--- config.mk ---
export PLATFORM = sky130hd
export DESIGN_NAME = plc_input_conditioner_flat
export DESIGN_NICKNAME = d
export VERILOG_FILES = /design/src/rtl/plc_io_pkg.sv /design/src/rtl/plc_input_conditioner_if.sv /design/src/rtl/plc_sync.sv /design/src/rtl/plc_input_conditioner.sv /design/src/flat_wrapper.sv
export SDC_FILE = /design/constraint.sdc
export NUM_CORES = 1
export LEC_CHECK = 0
export BUFFER_PORTS_ARGS = -buffer_cell sky130_fd_sc_hd__buf_2
export CAP_MARGIN = 20
export CORE_MARGIN = 4
export CORE_UTILIZATION = 50
export CTS_CLUSTER_SIZE = 28
export DETAILED_ROUTE_END_ITERATION = 16
export PLACE_DENSITY = 0.71
export REMOVE_ABC_BUFFERS = 1
export SYNTH_ARGS = -nofsm -noshare
export SYNTH_HDL_FRONTEND = slang
export SYNTH_SLANG_ARGS = --single-unit
--- constraint.sdc ---
create_clock -name clk -period 6.7 [get_ports clk]
set_input_delay 1.34 -clock clk [delete_from_list [all_inputs] [get_ports clk]]
set_output_delay 1.34 -clock clk [all_outputs]
set_load 0.01 [all_outputs]
--- src/rtl/plc_io_pkg.sv ---
// Shared definitions for the PLC field-input blocks: debounce state encoding
// and default build constants.
package plc_io_pkg;

    typedef enum logic [1:0] {
        STABLE_LO = 2'd0,
        PEND_HI   = 2'd1,
        STABLE_HI = 2'd2,
        PEND_LO   = 2'd3
    } plc_state_t;

    localparam int PLC_SYNC_STAGES_DEF = 2;
    localparam int PLC_DEBOUNCE_W_DEF  = 20;

endpackage

--- src/rtl/plc_input_conditioner_if.sv ---
// Signal bundle between a field-input conditioner and its user.
// PLC_IN_GLITCH_CNT_EN adds the glitch counter readout and its clear input.
interface plc_input_conditioner_if
    import plc_io_pkg::*;
#(
    parameter int DEBOUNCE_W = PLC_DEBOUNCE_W_DEF
);
    logic                  din;
    logic                  en;
    logic [DEBOUNCE_W-1:0] db_time;
    logic                  out;
    logic                  rise;
    logic                  fall;
    logic                  busy;

`ifdef PLC_IN_GLITCH_CNT_EN
    logic                  glitch_clr;
    logic [15:0]           glitch_cnt;

    modport master (output din, en, db_time, glitch_clr,
                    input  out, rise, fall, busy, glitch_cnt);
    modport slave  (input  din, en, db_time, glitch_clr,
                    output out, rise, fall, busy, glitch_cnt);
`else
    modport master (output din, en, db_time,
                    input  out, rise, fall, busy);
    modport slave  (input  din, en, db_time,
                    output out, rise, fall, busy);
`endif

endinterface

--- src/rtl/plc_sync.sv ---
// N-flop synchronizer for asynchronous field inputs; all stages clear to 0.
module plc_sync #(
    parameter int N = 2
) (
    input  logic clk,
    input  logic rst,
    input  logic d,
    output logic q
);
    logic [N-1:0] stage_reg;

    genvar gi;
    generate
        for (gi = 0; gi < N; gi++) begin : g_stage
            always_ff @(posedge clk or posedge rst) begin
                if (rst) begin
                    stage_reg[gi] <= 1'b0;
                end else if (gi == 0) begin
                    stage_reg[gi] <= d;
                end else begin
                    stage_reg[gi] <= stage_reg[(gi == 0) ? 0 : gi - 1];
                end
            end
        end
    endgenerate

    assign q = stage_reg[N-1];

endmodule

--- src/rtl/plc_input_conditioner.sv ---
// Synchronizes and debounces one field input, producing a clean level plus
// rise/fall strobes. PLC_IN_GLITCH_CNT_EN adds a saturating glitch counter.
module plc_input_conditioner
    import plc_io_pkg::*;
#(
    parameter int SYNC_STAGES = PLC_SYNC_STAGES_DEF,
    parameter int DEBOUNCE_W  = PLC_DEBOUNCE_W_DEF
) (
    input  logic                    clk,
    input  logic                    rst,
    plc_input_conditioner_if.slave  bus
);
    logic                  sin;
    plc_state_t            state_reg, state_next;
    logic [DEBOUNCE_W-1:0] cnt_reg, cnt_next;
    logic                  out_reg, out_next;
    logic                  rise_reg, rise_next;
    logic                  fall_reg, fall_next;
    logic                  busy_reg, busy_next;

    plc_sync #(.N(SYNC_STAGES)) u_sync (
        .clk (clk),
        .rst (rst),
        .d   (bus.din),
        .q   (sin)
    );

`ifdef PLC_IN_GLITCH_CNT_EN
    logic        glitch_inc;
    logic [15:0] glitch_cnt_reg;
`endif

    always_ff @(posedge clk or posedge rst) begin
        if (rst) begin
            state_reg <= STABLE_LO;
            cnt_reg   <= '0;
            out_reg   <= 1'b0;
            rise_reg  <= 1'b0;
            fall_reg  <= 1'b0;
            busy_reg  <= 1'b0;
        end else begin
            state_reg <= state_next;
            cnt_reg   <= cnt_next;
            out_reg   <= out_next;
            rise_reg  <= rise_next;
            fall_reg  <= fall_next;
            busy_reg  <= busy_next;
        end
    end

    // Abort (EN low, then sin reverting) outranks the threshold commit.
    always_comb begin
        state_next = state_reg;
        cnt_next   = cnt_reg;
        out_next   = out_reg;
        rise_next  = 1'b0;
        fall_next  = 1'b0;
`ifdef PLC_IN_GLITCH_CNT_EN
        glitch_inc = 1'b0;
`endif
        case (state_reg)
            STABLE_LO: begin
                if (bus.en && sin) begin
                    state_next = PEND_HI;
                    cnt_next   = '0;
                end
            end
            PEND_HI: begin
                if (!bus.en) begin
                    state_next = STABLE_LO;
                end else if (!sin) begin
                    state_next = STABLE_LO;
`ifdef PLC_IN_GLITCH_CNT_EN
                    glitch_inc = 1'b1;
`endif
                end else if (cnt_reg >= bus.db_time) begin
                    state_next = STABLE_HI;
                    out_next   = 1'b1;
                    rise_next  = 1'b1;
                end else begin
                    cnt_next = cnt_reg + 1'b1;
                end
            end
            STABLE_HI: begin
                if (bus.en && !sin) begin
                    state_next = PEND_LO;
                    cnt_next   = '0;
                end
            end
            PEND_LO: begin
                if (!bus.en) begin
                    state_next = STABLE_HI;
                end else if (sin) begin
                    state_next = STABLE_HI;
`ifdef PLC_IN_GLITCH_CNT_EN
                    glitch_inc = 1'b1;
`endif
                end else if (cnt_reg >= bus.db_time) begin
                    state_next = STABLE_LO;
                    out_next   = 1'b0;
                    fall_next  = 1'b1;
                end else begin
                    cnt_next = cnt_reg + 1'b1;
                end
            end
            default: state_next = STABLE_LO;
        endcase
        busy_next = (state_next == PEND_HI) || (state_next == PEND_LO);
    end

`ifdef PLC_IN_GLITCH_CNT_EN
    always_ff @(posedge clk or posedge rst) begin
        if (rst) begin
            glitch_cnt_reg <= '0;
        end else if (bus.glitch_clr) begin
            glitch_cnt_reg <= '0;
        end else if (glitch_inc && (glitch_cnt_reg != 16'hFFFF)) begin
            glitch_cnt_reg <= glitch_cnt_reg + 16'd1;
        end
    end

    assign bus.glitch_cnt = glitch_cnt_reg;
`endif

    assign bus.out  = out_reg;
    assign bus.rise = rise_reg;
    assign bus.fall = fall_reg;
    assign bus.busy = busy_reg;

endmodule

--- src/flat_wrapper.sv ---
// flat-port wrapper written by rule: the top's interface ports become plain ports
module plc_input_conditioner_flat import plc_io_pkg::*;
#(
    parameter int SYNC_STAGES = PLC_SYNC_STAGES_DEF,
    parameter int DEBOUNCE_W  = PLC_DEBOUNCE_W_DEF
)
  (clk, rst, bus_din, bus_en, bus_db_time, bus_out, bus_rise, bus_fall, bus_busy);
  plc_input_conditioner_if #(.DEBOUNCE_W(DEBOUNCE_W)) bus_i ();
  input  logic clk;
  input  logic rst;
  input wire logic [$bits(bus_i.din)-1:0] bus_din;
  input wire logic [$bits(bus_i.en)-1:0] bus_en;
  input wire logic [$bits(bus_i.db_time)-1:0] bus_db_time;
  output wire logic [$bits(bus_i.out)-1:0] bus_out;
  output wire logic [$bits(bus_i.rise)-1:0] bus_rise;
  output wire logic [$bits(bus_i.fall)-1:0] bus_fall;
  output wire logic [$bits(bus_i.busy)-1:0] bus_busy;
  assign bus_i.din = bus_din;
  assign bus_i.en = bus_en;
  assign bus_i.db_time = bus_db_time;
  assign bus_out = bus_i.out;
  assign bus_rise = bus_i.rise;
  assign bus_fall = bus_i.fall;
  assign bus_busy = bus_i.busy;
  plc_input_conditioner #(.SYNC_STAGES(SYNC_STAGES), .DEBOUNCE_W(DEBOUNCE_W)) u_core (.clk(clk), .rst(rst), .bus(bus_i));
endmodule
==> results.toml <==
[power]
power_density_nw_per_um2 = 162
vdd_drop_max_v = 0.0000891
p_total_uw = 359
p_leak_uw = 0.00112

[detailed_routing]
first_pass_iters = 4
wl_met2_mm = 1.90
wl_per_cell_um = 13.5
drt_wl_total_mm = 4.14
drc_errors = 0
wl_met3_um = 169
viasPerCell = 5.69
top_layer = "met4"
antenna_left = 0
vias = 1742
drtIter0Drc = 113
wl_met1_mm = 2.00

[setup_path]
crit_start = "bus_db_time[0]"
crit_path_start_kind = "input port"
cp_max_fo = 9
critPathCapture = "u_core.cnt_reg[16]$_DFFE_PP0P_"
r2r_cells = 9
cp_num_cells = 9
crit_arrival_ps = 3700
crit_chain = "buf_2 -> ha_1 -> nand2b_4 -> a2111oi_2 -> a2111oi_1 -> o21a_2 -> nor3_1 -> a31oi_1 -> a221o_1"
worst_setup_path_end_kind = "flip-flop"
critPathMaxStageDelay_ps = 650
worstReg2RegStart = "u_core.cnt_reg[0]$_DFFE_PP0P_"
cp_slowest_cell = "nor3_1"
r2r-end = "u_core.cnt_reg[16]$_DFFE_PP0P_"
critPathKind = "in2reg"
critPathRequiredTime_ps = 6860
path_buf_inv = 1
cp_top_family = "compound AO/OA/AOI/OAI gates"
rrSetupSlack_ps = 3750

[synth]
yosysWarnings = 0
yosys-top-cells-area = "dfrtp_1 (34%), ha_1 (13%), nand2_1 (6.1%), inv_1 (4.6%), nand3_1 (3.3%)"
yosysMostFrequentCell = "nand2_1"
async_reset_ff_frac = 1.00
yosys_most_used_dff = "dfrtp_1"
netlist_top_cells_count = "nand2_1 (32), dfrtp_1 (27), inv_1 (24)"
synth_largest_area_cell = "dfrtp_1"
syn_area_per_cell_um2 = 8.48
seq_area_frac_synth = 0.342
synth_seq_cells = 27
synth_cells = 233
synth_edf_count = 0
synth_top_area_frac = 0.342
yosys.cell_types.count = 46
syn_area_um2 = 1980

[sta]
drv_slew = 0
fin_tns_setup_ps = 0
maxSlewHeadroom = 0.415
grt_setup_unrepaired = "false"
fin_crit_ps = 3540
setup-violations-final = 0
fin_crit_sh = 0.528
skew_ps = 2.76
worst_pin_slew_ps = 878
fmax_mhz = 283
final_hold_viol_count = 0

[layout]
num-fill-cells = 350
diodes = 0
area_growth_syn_to_layout_pct = 12.2
drive_gt1_frac = 0.167
fin_util = 0.592
nets = 304
largest_register_ffs = 20

[worst_hold_path]
hold_class = "reg2reg"
hold_path.startpoint = "u_core.u_sync.stage_reg[0]$_DFF_PP0_"

[place]
gp_congestion = 0.802
portBuffers = 27
dp_hpwl_mm = 3.13

[clock_tree]
h-tree-depth = 1
clockRootBuffer = "clkbuf_8"
postCtsSetupBuffers = 0
insertion_delay_ps = 270
cts_tree = "done"
cts_sinks = 27
cts_resized = 0
cts_inserted_buffers = 3
clock_path_buffers = 2
cts_hold_buf = 0
cts.reportedPaths.clkPinSlew_ps = 90

[global_routing]
grt.overflow.total = 0
gr-usage-all-layers = 0.171
grt_pass1_vias = 1590
grt_max_degree = 31
antenna_found_initial = 0
grt_pass1_wl_mm = 7.05

[die]
initial_core_util = 0.528
die_h_um = 70.9
fp.dieArea_um2 = 5020
pin_count = 28
coreArea_um2 = 3740
die_w_um = 70.9
num_rows = 22

[run]
drv_cap = 0

[outcome]
status = "complete, no violations"
-- layer usage --
metal | track usage | up-vias
met1 | 0.239 | 804
met4 | 0.0564 | 0
li1 | - | 898
met3 | 0.0199 | 6
met2 | 0.277 | 34
met5 | 0 | -
-- metrics by stage --
step	area [um^2]	setup WS, ps	cells	hold WS, ps
after CTS	2190	3180	305	357
after global routing	2220	3050	306	378
after detailed placement	2140	2900	301	336
final	2220	3160	306	354
after global placement	2140	2910	301	332
after floorplan	1950	3150	226	331
-- cells in the final DEF, fill, tap and decap left out, types with 2 or more instances in the layout --
cell type,n
nand4_1,6
nor2_1,12
mux2_2,2
inv_1,24
nand3b_1,2
or4_1,2
o211ai_1,6
dfrtp_1,27
a22oi_1,3
a21oi_1,10
nand2_1,32
nand3_1,13
nor3_1,6
a221o_1,5
or3_1,3
a31o_2,2
ha_1,21
buf_2,27
nand2b_1,2
o21ai_0,9
nor4_1,3
and2_1,2
and3_1,8
clkbuf_8,3
nor3b_1,5
-- area by class of cell --
type                            instances  area, um^2  area share
Sequential cell                        27         676       0.305
Multi-Input combinational cell        175        1180       0.534
Clock buffer                            4        45.0      0.0203
Inverter                               24        90.1      0.0407
Timing Repair Buffer                   28         163      0.0734
Tap cell                               48        60.1      0.0271
-- cell families after synthesis --
logic type,after synthesis,synth area share
muxes,2,0.0114
AOI/OAI and AO/OA,49,0.179
adders and majority gates,21,0.133
DFF,27,0.342
and+or+nand+nor,103,0.275
buffers and inverters,31,0.0595
-- where the power goes --
group          internal [uW]  total [uW]  switching [uW]
sequential               175         199            24.1
clock                   42.5        90.1            47.6
combinational           35.4        69.6            34.2
total                    253         359             106
-- worst min path at each step --
stage | to | slack [ps] | cells past startpoint
finish | u_core.u_sync.q$_DFF_PP0_ | 350 | 0
global route | u_core.u_sync.q$_DFF_PP0_ | 380 | 0
CTS | u_core.u_sync.q$_DFF_PP0_ | 360 | 0
detailed placement | u_core.u_sync.q$_DFF_PP0_ | 340 | 0
global placement | u_core.u_sync.q$_DFF_PP0_ | 330 | 0
floorplan | u_core.u_sync.q$_DFF_PP0_ | 330 | 0
No activity file was read; power rests on OpenSTA's default activity.
